===== src/rtl/cnn_pkg.sv =====
// Shared CNN definitions: default score geometry and the argmax FSM state encoding.
package cnn_pkg;

  localparam int BITWIDTH         = 8;
  localparam int FC1_OUTPUT_UNITS = 10;
  localparam int DEF_SCORE_WIDTH  = BITWIDTH * 2;
  localparam int DEF_NUM_CLASSES  = FC1_OUTPUT_UNITS;

  typedef enum logic [1:0] {
    ST_IDLE = 2'd0,
    ST_SCAN = 2'd1,
    ST_DONE = 2'd2
  } argmax_state_t;

endpackage


===== src/rtl/cnn_top2_update.sv =====
// Folds one candidate score into a running best/second-best pair.
// Strict signed compares, so an earlier (lower) index wins every tie.
module cnn_top2_update
  import cnn_pkg::*;
#(
  parameter int SCORE_WIDTH = DEF_SCORE_WIDTH,
  parameter int IDX_WIDTH   = 4
) (
  input  logic [SCORE_WIDTH-1:0] cand_score,
  input  logic [IDX_WIDTH-1:0]   cand_idx,
  input  logic [SCORE_WIDTH-1:0] best_score,
  input  logic [IDX_WIDTH-1:0]   best_idx,
  input  logic [SCORE_WIDTH-1:0] second_score,
  input  logic [IDX_WIDTH-1:0]   second_idx,
  output logic [SCORE_WIDTH-1:0] new_best_score,
  output logic [IDX_WIDTH-1:0]   new_best_idx,
  output logic [SCORE_WIDTH-1:0] new_second_score,
  output logic [IDX_WIDTH-1:0]   new_second_idx
);

  always_comb begin
    new_best_score   = best_score;
    new_best_idx     = best_idx;
    new_second_score = second_score;
    new_second_idx   = second_idx;
    if ($signed(cand_score) > $signed(best_score)) begin
      new_best_score   = cand_score;
      new_best_idx     = cand_idx;
      new_second_score = best_score;
      new_second_idx   = best_idx;
    end else if ($signed(cand_score) > $signed(second_score)) begin
      new_second_score = cand_score;
      new_second_idx   = cand_idx;
    end
  end

endmodule


===== src/rtl/cnn_argmax_top2.sv =====
// Post-classifier argmax: snapshots the score vector, scans one class per enabled
// cycle, and offers winner, runner-up and margin over a valid/ready handshake.
module cnn_argmax_top2
  import cnn_pkg::*;
#(
  parameter int SCORE_WIDTH = DEF_SCORE_WIDTH,
  parameter int NUM_CLASSES = DEF_NUM_CLASSES,
  parameter int IDX_WIDTH   = 4
) (
  input  logic                               clk,
  input  logic                               rst_n,
  input  logic                               clken,
  input  logic [SCORE_WIDTH*NUM_CLASSES-1:0] scores_in,
  input  logic                               scores_valid,
  output logic                               busy,
  output logic                               overrun,
  output logic [IDX_WIDTH-1:0]               class_idx,
  output logic [SCORE_WIDTH-1:0]             class_score,
  output logic [IDX_WIDTH-1:0]               runner_idx,
  output logic [SCORE_WIDTH:0]               margin,
  output logic                               result_valid,
  input  logic                               result_ready
);

  localparam logic [IDX_WIDTH-1:0] LAST_IDX       = IDX_WIDTH'(NUM_CLASSES - 1);
  localparam logic [IDX_WIDTH-1:0] FIRST_SCAN_IDX = IDX_WIDTH'(2);
  localparam bit                   TWO_CLASS      = (NUM_CLASSES == 2);

  argmax_state_t                      state;
  logic [SCORE_WIDTH*NUM_CLASSES-1:0] snapshot;
  logic [IDX_WIDTH-1:0]               k;
  logic [SCORE_WIDTH-1:0]             best_score, second_score;
  logic [IDX_WIDTH-1:0]               best_idx, second_idx;

  logic [SCORE_WIDTH-1:0] cand_score, cur_best_score, cur_second_score;
  logic [IDX_WIDTH-1:0]   cand_idx, cur_best_idx, cur_second_idx;
  logic [SCORE_WIDTH-1:0] upd_best_score, upd_second_score;
  logic [IDX_WIDTH-1:0]   upd_best_idx, upd_second_idx;
  logic [SCORE_WIDTH:0]   margin_next;
  logic                   handshake, capture, finish, overrun_next;

  assign busy         = (state != ST_IDLE);
  assign handshake    = (state == ST_DONE) && result_ready;
  assign capture      = clken && scores_valid && ((state == ST_IDLE) || handshake);
  assign finish       = capture ? TWO_CLASS : ((state == ST_SCAN) && clken && (k == LAST_IDX));
  assign overrun_next = clken && scores_valid && (state != ST_IDLE) && !capture;

  // Seeding reuses the update step: class 1 is the candidate against a pair
  // preloaded as (0, 1), which yields best/second for the first two classes.
  always_comb begin
    if (state == ST_SCAN) begin
      cand_score       = snapshot[int'(k)*SCORE_WIDTH +: SCORE_WIDTH];
      cand_idx         = k;
      cur_best_score   = best_score;
      cur_best_idx     = best_idx;
      cur_second_score = second_score;
      cur_second_idx   = second_idx;
    end else begin
      cand_score       = scores_in[SCORE_WIDTH +: SCORE_WIDTH];
      cand_idx         = IDX_WIDTH'(1);
      cur_best_score   = scores_in[0 +: SCORE_WIDTH];
      cur_best_idx     = '0;
      cur_second_score = scores_in[SCORE_WIDTH +: SCORE_WIDTH];
      cur_second_idx   = IDX_WIDTH'(1);
    end
  end

  cnn_top2_update #(
    .SCORE_WIDTH(SCORE_WIDTH),
    .IDX_WIDTH  (IDX_WIDTH)
  ) u_update (
    .cand_score      (cand_score),
    .cand_idx        (cand_idx),
    .best_score      (cur_best_score),
    .best_idx        (cur_best_idx),
    .second_score    (cur_second_score),
    .second_idx      (cur_second_idx),
    .new_best_score  (upd_best_score),
    .new_best_idx    (upd_best_idx),
    .new_second_score(upd_second_score),
    .new_second_idx  (upd_second_idx)
  );

  assign margin_next = {upd_best_score[SCORE_WIDTH-1], upd_best_score}
                     - {upd_second_score[SCORE_WIDTH-1], upd_second_score};

  always_ff @(posedge clk or negedge rst_n) begin
    if (!rst_n) begin
      state        <= ST_IDLE;
      snapshot     <= '0;
      k            <= '0;
      best_score   <= '0;
      best_idx     <= '0;
      second_score <= '0;
      second_idx   <= '0;
      overrun      <= 1'b0;
      class_idx    <= '0;
      class_score  <= '0;
      runner_idx   <= '0;
      margin       <= '0;
      result_valid <= 1'b0;
    end else begin
      overrun <= overrun_next;

      if (finish) begin
        class_idx    <= upd_best_idx;
        class_score  <= upd_best_score;
        runner_idx   <= upd_second_idx;
        margin       <= margin_next;
        result_valid <= 1'b1;
      end else if (handshake) begin
        result_valid <= 1'b0;
      end

      if (capture) begin
        snapshot     <= scores_in;
        best_score   <= upd_best_score;
        best_idx     <= upd_best_idx;
        second_score <= upd_second_score;
        second_idx   <= upd_second_idx;
        k            <= FIRST_SCAN_IDX;
        state        <= TWO_CLASS ? ST_DONE : ST_SCAN;
      end else begin
        case (state)
          ST_SCAN: begin
            if (clken) begin
              best_score   <= upd_best_score;
              best_idx     <= upd_best_idx;
              second_score <= upd_second_score;
              second_idx   <= upd_second_idx;
              k            <= k + IDX_WIDTH'(1);
              if (k == LAST_IDX) state <= ST_DONE;
            end
          end
          ST_DONE: begin
            if (result_ready) state <= ST_IDLE;
          end
          default: ;
        endcase
      end
    end
  end

endmodule


===== config.mk =====
export PLATFORM = sky130hd
export DESIGN_NAME = cnn_argmax_top2
export DESIGN_NICKNAME = d
export VERILOG_FILES = /design/src/rtl/cnn_pkg.sv /design/src/rtl/cnn_top2_update.sv /design/src/rtl/cnn_argmax_top2.sv
export SDC_FILE = /design/constraint.sdc
export NUM_CORES = 1
export LEC_CHECK = 0
export BUFFER_PORTS_ARGS = -buffer_cell sky130_fd_sc_hd__clkbuf_2
export CORE_ASPECT_RATIO = 0.9
export CORE_MARGIN = 2
export CORE_UTILIZATION = 62
export DETAILED_ROUTE_END_ITERATION = 6
export HOLD_SLACK_MARGIN = 0.03
export PLACE_DENSITY = 0.9
export SYNTH_ARGS = -nofsm -noshare
export SYNTH_HDL_FRONTEND = slang
export SYNTH_HIERARCHICAL = 1
export SYNTH_SLANG_ARGS = --single-unit

===== constraint.sdc =====
create_clock -name clk -period 11.2 [get_ports clk]
set_input_delay 1.68 -clock clk [delete_from_list [all_inputs] [get_ports clk]]
set_output_delay 1.68 -clock clk [all_outputs]
set_load 0.01 [all_outputs]

==> results.sh, run 1 <==
export IMPL_grt_pass1_wl_um=55400
export IMPL_maxSlewHeadroom_pct=15.9
export IMPL_endpoint_kind="flip-flop"
export IMPL_coreArea_um2=21500
export IMPL_drv_slew=0
export IMPL_synth_ff_type="dfrtp_1"
export IMPL_cts_buffers_inserted=26
export IMPL_ys_types=59
export IMPL_yosysMostFrequentCell="dfrtp_1"
export IMPL_worst_clock_skew_ps=16.1
export IMPL_ys_seq_area_share_pct=46.1
export IMPL_crit_family="compound AO/OA/AOI/OAI gates"
export IMPL_final_nets=1572
export IMPL_cts_buffer_depth=3
export IMPL_crit_fanout=53
export IMPL_clkSinkCount=249
export IMPL_criticalPathCategory="reg2reg"
export IMPL_drt_total_wl_um=35100
export IMPL_min_period_ps=6950
export IMPL_viasPerCell=6.09
export IMPL_startpoint="k[0]"
export IMPL_row_count=51
export IMPL_synth_top_area_share_pct=46.1
export IMPL_drt_iter0_drc=858
export IMPL_cts_resized=0
export IMPL_synth_area_top_cells="dfrtp_1 (46%), mux2_2 (12%), mux2_1 (7.9%)"
export IMPL_die_h_um=144
export IMPL_postCtsSetupRepairBufs=0
export IMPL_slowest_delay_ps=1030
export IMPL_synth_warnings=6
export IMPL_gp_congestion=0.922
export IMPL_cp_required_ps=11620
export IMPL_gr_total_overflow=0
export IMPL_r2r_worst_path_cells=18
export IMPL_min_path_type="reg2reg"
export IMPL_h_tree_depth=1
export IMPL_fmax_mhz=144
export IMPL_status="complete, no violations"
export IMPL_yosysTopAreaCell="dfrtp_1"
export IMPL_die_x_um=160
export IMPL_wl_per_cell_um=21.1
export IMPL_die_area_um2=23000
export IMPL_syn_cell_area_um2=13500
export IMPL_critPathSlowestCell="dfrtp_4"
export IMPL_setup_tns_ps=0
export IMPL_synthArstFlopShare_pct=100
export IMPL_path_common_cell="o21ai_0"
export IMPL_setup_viol=0
export IMPL_vias=10157
export IMPL_finalHoldViolCount=0
export IMPL_syn2layout_area_growth_pct=15.1
export IMPL_cts_tree="yes"
export IMPL_cp_arrival_ps=7370
export IMPL_cp_start_kind="flip-flop"
export IMPL_rsz0062_at_grt="false"
export IMPL_reg2reg_slack_ps=4250
export IMPL_r2r_end="margin[13]"
export IMPL_synth_edf_count=0
export IMPL_path_cells="mux4_2 > a22oi_1 > nor2_1 > a21oi_1 > o21ai_0 > ha_1 > nand4_1 > nor4_1 > nand2_1 > o21ai_0 > a31o_2 > mux2_2 > ha_1 > a21oi_1 > nand2_1 > o21ai_0 > o21ai_1 > a221o_1"
export IMPL_netlist_instances=1177
export IMPL_holdWs_ps=478
export IMPL_io_pins=209
export IMPL_grt_usage_pct=30.7
export IMPL_grt_pass1_vias=10533
export IMPL_clkTransAtPathRegs_ps=70
export IMPL_port_buffers=208
export IMPL_ant_nets=0
export IMPL_drc=0
export IMPL_dr_pass1_iters=7
export IMPL_reg2reg_from="k[0]"
export IMPL_cp_endpoint="margin[13]"
export IMPL_synth_commonest_cells="dfrtp_1 (249), nand2_1 (196), mux2_2 (142)"
export IMPL_grt_max_degree=100
export IMPL_clkLatencyLatePin_ps=540
export IMPL_final_layout_size_suffix_gt1_share_pct=33.1
export IMPL_period_share_pct=62.1
export IMPL_syn_nets=1393
export IMPL_path_depth=18
export IMPL_holdBufCountCts=0
export IMPL_max_cap_violations=0
export IMPL_synth_seq_cells=249
export IMPL_antenna_found_initial=3
export IMPL_critPathBufInv=0
export IMPL_initial_core_util_pct=62.8
export IMPL_worst_pin_slew_ps=1260
export IMPL_cts_root_buffer="clkbuf_16"
export IMPL_dp_hpwl_um=24200
export IMPL_avgSynthCellArea_um2=11.5
[logic make-up after synthesis]
| logic type | Yosys count | synth area share [%] |
|---|---|---|
| buf+inv | 126 | 4.25 |
| xor+xnor | 8 | 0.518 |
| simple gates | 294 | 9.29 |
| mux | 308 | 28.2 |
| compound gates | 141 | 6.87 |
| fa+ha+maj | 51 | 4.78 |
| flops | 249 | 46.1 |
[registers in the layout (all words and copies together), names as in the netlist]
| name | count |
|---|---|
| class_score | 16 |
| snapshot | 160 |
| result_valid | 1 |
| second_score | 16 |
| best_score | 16 |
| second_idx | 4 |
| overrun | 1 |
| k | 4 |
| state | 2 |
| margin | 17 |
| best_idx | 4 |
| runner_idx | 4 |
| class_idx | 4 |
[through the flow]
step	util, %	worst slack (ps)	area (µm²)	std cells
floorplan	-	5870	13500	1177
global placement	68.4	4730	14700	1619
detailed placement	68.4	4450	14700	1619
CTS	72.3	4400	15600	1665
global route	72.3	3840	15600	1667
finish	72.4	4250	15600	1668
[layout make-up]
cell class | count | area [µm²]
Tap cell | 291 | 364
Fill cell | 1449 | 5950
Antenna cell | 3 | 7.51
Timing Repair Buffer | 221 | 1150
Clock buffer | 39 | 781
Multi-Input combinational cell | 802 | 6740
Clock inverter | 7 | 70.1
Sequential cell | 249 | 6230
Inverter | 56 | 210
[tightest hold or removal path, delay by kind of cell, from the launching register on]
family,cells,cell delay [ps]
AND/OR/NAND/NOR,2,100
flip-flops,1,340
[placed cells by master, fill, tap and decap left out, drive strengths merged, types with 3 or more instances in the layout]
cell	synthesis	layout
clkbuf	24	246
nor2	39	39
buf	46	14
a21o	8	8
nor2b	6	6
a22oi	16	16
xor2	6	6
ha	50	50
and2	9	9
nand3	6	6
or3	3	3
nand2b	6	6
o21a	3	3
inv	55	56
o211ai	4	4
nand2	196	196
mux2	243	243
a21oi	43	43
nand4	12	12
o31ai	4	4
diode	0	3
clkinv	1	5
mux4	32	32
and3	5	5
a211o	4	4
dfrtp	249	249
o21ai	40	40
mux2i	33	33
nor3	5	5
[per-layer routing]
layer  wire length, µm  vias to the layer above  global-route usage, %
met5                 0                        -                      0
met2             16700                      464                   51.7
met4              2030                        0                   16.2
li1                  -                     4532                      -
met3              2100                      144                   4.93
met1             14200                     5017                   38.7
[worst min path at each step]
stage                   start             end  slack, ps  cells past startpoint
6_report        runner_idx[3]   runner_idx[3]        480                      2
4_1_cts        class_score[6]  class_score[6]        480                      2
3_3_place_gp     class_idx[0]    class_idx[0]        460                      2
2_1_floorplan   snapshot[144]   snapshot[144]        450                      1
3_5_place_dp   class_score[6]  class_score[6]        460                      2
5_1_grt          snapshot[97]    snapshot[97]        500                      1
Power of run 1 is left out: the tool's default activity adds up to more than one toggle a clock period on the data nets, which glitch-free logic cannot reach.
==> run 2, diff against run 1 <==
--- a/config.mk
+++ b/config.mk
@@ -8,10 +8,10 @@
 export BUFFER_PORTS_ARGS = -buffer_cell sky130_fd_sc_hd__clkbuf_2
 export CORE_ASPECT_RATIO = 0.9
 export CORE_MARGIN = 2
-export CORE_UTILIZATION = 62
+export CORE_UTILIZATION = 52
 export DETAILED_ROUTE_END_ITERATION = 6
 export HOLD_SLACK_MARGIN = 0.03
-export PLACE_DENSITY = 0.9
+export PLACE_DENSITY = 0.81
 export SYNTH_ARGS = -nofsm -noshare
 export SYNTH_HDL_FRONTEND = slang
 export SYNTH_HIERARCHICAL = 1
==> constraint.sdc (replaced) <==
create_clock -name clk -period 5.6 [get_ports clk]
set_input_delay 0.84 -clock clk [delete_from_list [all_inputs] [get_ports clk]]
set_output_delay 0.84 -clock clk [all_outputs]
set_load 0.01 [all_outputs]
==> run 2 against run 1 <==
Effect of this change:
- register-to-register slack got worse by 4100 ps
- die area rose by 19%
- cell count grew 5.9%
- first-iteration DRC count shrank 20%
- setup slack lost 4100 ps
- critical path type unchanged
==> results.sh, run 2 (synthesis gave the netlist of run 1 again) <==
export IMPL_status="complete, no violations"
export IMPL_gr_total_overflow=0
export IMPL_slowest_delay_ps=500
export IMPL_final_layout_size_suffix_gt1_share_pct=36.8
export IMPL_cts_buffer_depth=3
export IMPL_port_buffers=208
export IMPL_dp_hpwl_um=25400
export IMPL_max_cap_violations=0
export IMPL_reg2reg_slack_ps=190
export IMPL_cts_root_buffer="clkbuf_16"
export IMPL_vias=10117
export IMPL_path_cells="buf_12 > buf_4 > mux4_2 > a22oi_1 > nor2_1 > a21oi_1 > o21ai_1 > buf_4 > ha_1 > nand4_1 > nor4_2 > nand2_1 > o21ai_0 > a31o_2 > buf_12 > mux2_2 > ha_1 > nor2b_2 > o31ai_2 > a21oi_1 > o31a_1 > o31ai_1"
export IMPL_seq_area_um2=6240
export IMPL_clkSinkCount=249
export IMPL_fin_area_um2=16200
export IMPL_critPathBufInv=4
export IMPL_drc=0
export IMPL_viasPerCell=5.73
export IMPL_cts_buffers_inserted=26
export IMPL_r2r_worst_path_cells=22
export IMPL_cp_endpoint="margin[14]"
export IMPL_die_area_um2=27300
export IMPL_regMostFlops="snapshot"
export IMPL_placedCellCount=1714
export IMPL_grt_max_degree=146
export IMPL_io_pins=209
export IMPL_maxSlewHeadroom_pct=24.8
export IMPL_die_x_um=174
export IMPL_final_nets=1625
export IMPL_clkLatencyLatePin_ps=540
export IMPL_wl_per_cell_um=19.9
export IMPL_rsz0062_at_grt="true"
export IMPL_drt_total_wl_um=35200
export IMPL_crit_fanout=12
export IMPL_antenna_found_initial=0
export IMPL_drt_iter0_drc=687
export IMPL_place_area_um2=15200
export IMPL_cp_required_ps=6040
export IMPL_multi_input_area_um2=6820
export IMPL_cts_tree="yes"
export IMPL_crit_family="compound AO/OA/AOI/OAI gates"
export IMPL_endpoint_kind="flip-flop"
export IMPL_grt_usage_pct=26.0
export IMPL_gp_congestion=0.870
export IMPL_cp_arrival_ps=5850
export IMPL_reg2reg_from="k[0]"
export IMPL_h_tree_depth=1
export IMPL_grt_pass1_vias=10503
export IMPL_ant_nets=0
export IMPL_dr_pass1_iters=5
export IMPL_initial_core_util_pct=53.4
export IMPL_drv_slew=0
export IMPL_final_common_cell="dfrtp_1"
export IMPL_min_path_type="in2async"
export IMPL_largest_register_ff_count=160
export IMPL_finalHoldViolCount=0
export IMPL_row_count=55
export IMPL_worst_pin_slew_ps=1130
export IMPL_fmax_mhz=185
export IMPL_cp_start_kind="flip-flop"
export IMPL_grt_pass1_wl_um=56000
export IMPL_finalCoreUtilization_pct=64.2
export IMPL_n_antenna_cell=0
export IMPL_min_period_ps=5410
export IMPL_largestRegisters="snapshot x160, margin x17"
export IMPL_worst_clock_skew_ps=20.4
export IMPL_critPathSlowestCell="dfrtp_4"
export IMPL_coreArea_um2=25300
export IMPL_period_share_pct=96.6
export IMPL_syn2layout_area_growth_pct=20.2
export IMPL_die_h_um=157
export IMPL_layoutNonFillerInstCount=1767
export IMPL_path_depth=22
export IMPL_holdBufCountCts=0
export IMPL_r2r_end="margin[14]"
export IMPL_n_fill_cell=2005
export IMPL_final_cell_mix="dfrtp_1 (247), clkbuf_2 (207), nand2_1 (196), mux2_2 (142), mux2_1 (95)"
export IMPL_setup_viol=0
export IMPL_criticalPathCategory="reg2reg"
export IMPL_clkTransAtPathRegs_ps=60
export IMPL_startpoint="k[0]"
## run 2: worst reg2reg max path, stage by stage, from the launching register on
cell	delay, ps
dfrtp_4	500
buf_12	150
buf_4	160
mux4_2	450
a22oi_1	200
nor2_1	60
a21oi_1	150
o21ai_1	110
buf_4	170
ha_1	300
nand4_1	110
nor4_2	340
nand2_1	100
o21ai_0	110
a31o_2	220
buf_12	180
mux2_2	400
ha_1	370
nor2b_2	190
o31ai_2	330
a21oi_1	170
o31a_1	320
o31ai_1	230
## run 2: metal layers
metal  track usage [%]  share of wire (%)
met3              3.38                4.8
met1              34.1                 42
met4              9.88                3.6
met2              44.6                 49
met5                 0                  0
## run 2: how the worst min path moves through the flow
| stage | end | depth (start not counted) |
|---|---|---|
| after floorplan | snapshot[144] | 1 |
| after global placement | runner_idx[0] | 2 |
| after detailed placement | class_score[4] | 2 |
| after CTS | class_score[14] | 1 |
| after global routing | class_score[14] | 1 |
| final | class_score[14] | 1 |
## run 2: timing repair
item                       in CTS  in global routing
setup endpoints to repair      10                 11
pin swaps                       1                  5
gates cloned                    0                  1
resized for setup               2                 21
buffers inserted                6                  2
## run 2: layout make-up
class | count | area share, %
tap | 342 | 2.63
timing repair buffer | 274 | 10.2
sequential | 249 | 38.4
clock buffer | 34 | 4.57
clock inverter | 10 | 0.947
multi-input combinational | 802 | 41.9
inverter | 56 | 1.29
## run 2: through the flow
step	TNS (ps)	setup slack (ps)	hold WS [ps]
after floorplan	0	385	452
final	0	192	352
after global routing	-363	-107	420
after global placement	-552	-178	457
after detailed placement	-1250	-299	463
after CTS	0	84.6	402
Power of run 2 is left out for the same reason.
==> run 3, diff against run 2 <==
--- a/config.mk
+++ b/config.mk
@@ -5,7 +5,7 @@
 export SDC_FILE = /design/constraint.sdc
 export NUM_CORES = 1
 export LEC_CHECK = 0
-export BUFFER_PORTS_ARGS = -buffer_cell sky130_fd_sc_hd__clkbuf_2
+export BUFFER_PORTS_ARGS = -buffer_cell sky130_fd_sc_hd__buf_4
 export CORE_ASPECT_RATIO = 0.9
 export CORE_MARGIN = 2
 export CORE_UTILIZATION = 52
==> run 3 against run 2 <==
Effect of this change:
- cell count fell by 1.1%
- flip-flop and latch count did not move
- setup slack improved by 49 ps
- register-to-register slack improved by 50 ps
- maximum frequency rose by 0.91%
- worst hold slack improved by 22 ps
- core utilization rose by 1.2 points
- critical path depth did not move
- via count fell by 2.0%
- clock skew fell by 7.4 ps
- highest routed layer unchanged
==> results.sh, run 3 (synthesis gave the netlist of run 1 again) <==
export IMPL_drt_iter0_drc=631
export IMPL_maxSlewHeadroom_pct=21.2
export IMPL_preCtsSetupSlack_ps=-160
export IMPL_largest_register_ff_count=160
export IMPL_multi_input_area_um2=6810
export IMPL_ant_nets=0
export IMPL_coreArea_um2=25300
export IMPL_clkLatencyLatePin_ps=530
export IMPL_layoutNonFillerInstCount=1748
export IMPL_h_tree_depth=1
export IMPL_cp_required_ps=6040
export IMPL_cp_arrival_ps=5800
export IMPL_grt_pass1_vias=10186
export IMPL_n_fill_cell=1945
export IMPL_final_layout_size_suffix_gt1_share_pct=35.8
export IMPL_fmax_mhz=187
export IMPL_antenna_found_initial=1
export IMPL_cts_buffer_depth=3
export IMPL_die_h_um=157
export IMPL_final_nets=1603
export IMPL_grt_usage_pct=25.3
export IMPL_grt_max_degree=124
export IMPL_min_path_type="in2async"
export IMPL_final_cell_mix="dfrtp_1 (247), buf_4 (242), nand2_1 (196), mux2_2 (142), mux2_1 (95)"
export IMPL_criticalPathCategory="reg2reg"
export IMPL_gp_congestion=0.931
export IMPL_dr_pass1_iters=5
export IMPL_seq_area_um2=6240
export IMPL_cts_buffers_inserted=27
export IMPL_cp_start_kind="flip-flop"
export IMPL_fin_ws_ps=240
export IMPL_wl_per_cell_um=19.9
export IMPL_holdBufCountCts=0
export IMPL_drv_slew=0
export IMPL_viasPerCell=5.67
export IMPL_cts_tree="yes"
export IMPL_min_period_ps=5360
export IMPL_initial_core_util_pct=53.4
export IMPL_final_common_cell="dfrtp_1"
export IMPL_largestRegisters="snapshot x160, margin x17"
export IMPL_holdWs_ps=374
export IMPL_status="complete, no violations"
export IMPL_vias=9918
export IMPL_die_x_um=174
export IMPL_grt_pass1_wl_um=54700
export IMPL_clkTransAtPathRegs_ps=60
export IMPL_period_share_pct=95.7
export IMPL_cts_root_buffer="clkbuf_16"
export IMPL_crit_fanout=12
export IMPL_worst_clock_skew_ps=13.0
export IMPL_die_area_um2=27300
export IMPL_worst_pin_slew_ps=1180
export IMPL_placedCellCount=1693
export IMPL_gr_total_overflow=0
export IMPL_drt_total_wl_um=34700
export IMPL_endpoint_kind="flip-flop"
export IMPL_finalCoreUtilization_pct=65.3
export IMPL_port_buffers=208
export IMPL_setup_viol=0
export IMPL_finalHoldViolCount=0
export IMPL_row_count=55
export IMPL_syn2layout_area_growth_pct=22.4
export IMPL_drc=0
export IMPL_max_cap_violations=0
export IMPL_io_pins=209
export IMPL_regMostFlops="snapshot"
export IMPL_clkSinkCount=249
export IMPL_dp_hpwl_um=25100
run 3: cell types whose count changed in the layout (fill, tap and decap cells not counted), moves of 2 or more:
cell and delta:
a21oi_1 -2, a21oi_2 +2, buf_12 -4, buf_4 +186
clkbuf_1 +3, clkbuf_2 -207, clkbuf_8 -2, clkinv_2 +3
ha_2 +2, nor3_1 +2, nor3_2 -2, o21ai_0 -3
run 3: area by class of cell:
cell class,count,share of cell area [%]
flip-flops and latches,249,37.7
clock inverters,12,0.832
diodes,1,0.0151
clock buffers,35,4.39
repair buffers,251,12.1
well taps,342,2.59
multi-input cells,802,41.1
inverters,56,1.27
run 3: critical path: stages (launching register included):
cell and delay [ps]:
dfrtp_4 460, buf_12 170, mux4_2 520, a22oi_1 200, nor2_1 60, a21oi_1 130
o21ai_0 240, ha_1 410, nand4_1 160, or3_1 410, a21oi_2 180, o31ai_4 100
buf_4 190, buf_4 160, mux2i_1 130, mux2i_2 240, inv_1 80, ha_1 340
inv_1 80, or4_1 580, a21oi_2 160, nor4_1 80, o31ai_1 190
run 3: metrics by stage:
| stage | area [µm²] | TNS (ps) |
|---|---|---|
| floorplan | 13500 | 0 |
| global placement | 15500 | 0 |
| detailed placement | 15500 | -300 |
| CTS | 16400 | 0 |
| global route | 16500 | -7.20 |
| finish | 16500 | 0 |
run 3: layer usage:
metal / global-route usage (%) / wire length [µm] / part of all wire (%)
met1: 34.1 / 14900 / 43
met2: 41.7 / 16600 / 48
met3: 4.11 / 1940 / 5.6
met4: 9.16 / 1300 / 3.7
met5: 0 / 0 / 0
run 3: worst paths after layout:
check / startpoint / end / slack (ps) / cells after the start
setup / recovery: k[0] / margin[14] / 240 / 22
min in group clk: class_score[6] / class_score[6] / 470 / 2
hold / removal: rst_n / class_score[14] / 370 / 1
max in group asynchronous: rst_n / best_idx[3] / 3900 / 2
hold reg to reg: class_score[6] / class_score[6] / 470 / 2
setup reg to reg: k[0] / margin[14] / 240 / 22
run 3: timing repair:
item                                    4_1_cts  5_1_grt
cloned                                        0        2
setup buffers                                 0        5
endpoints found under the setup margin        3       13
pin swaps                                     0        4
resized for setup                             2       27
Power of run 3 is left out for the same reason.
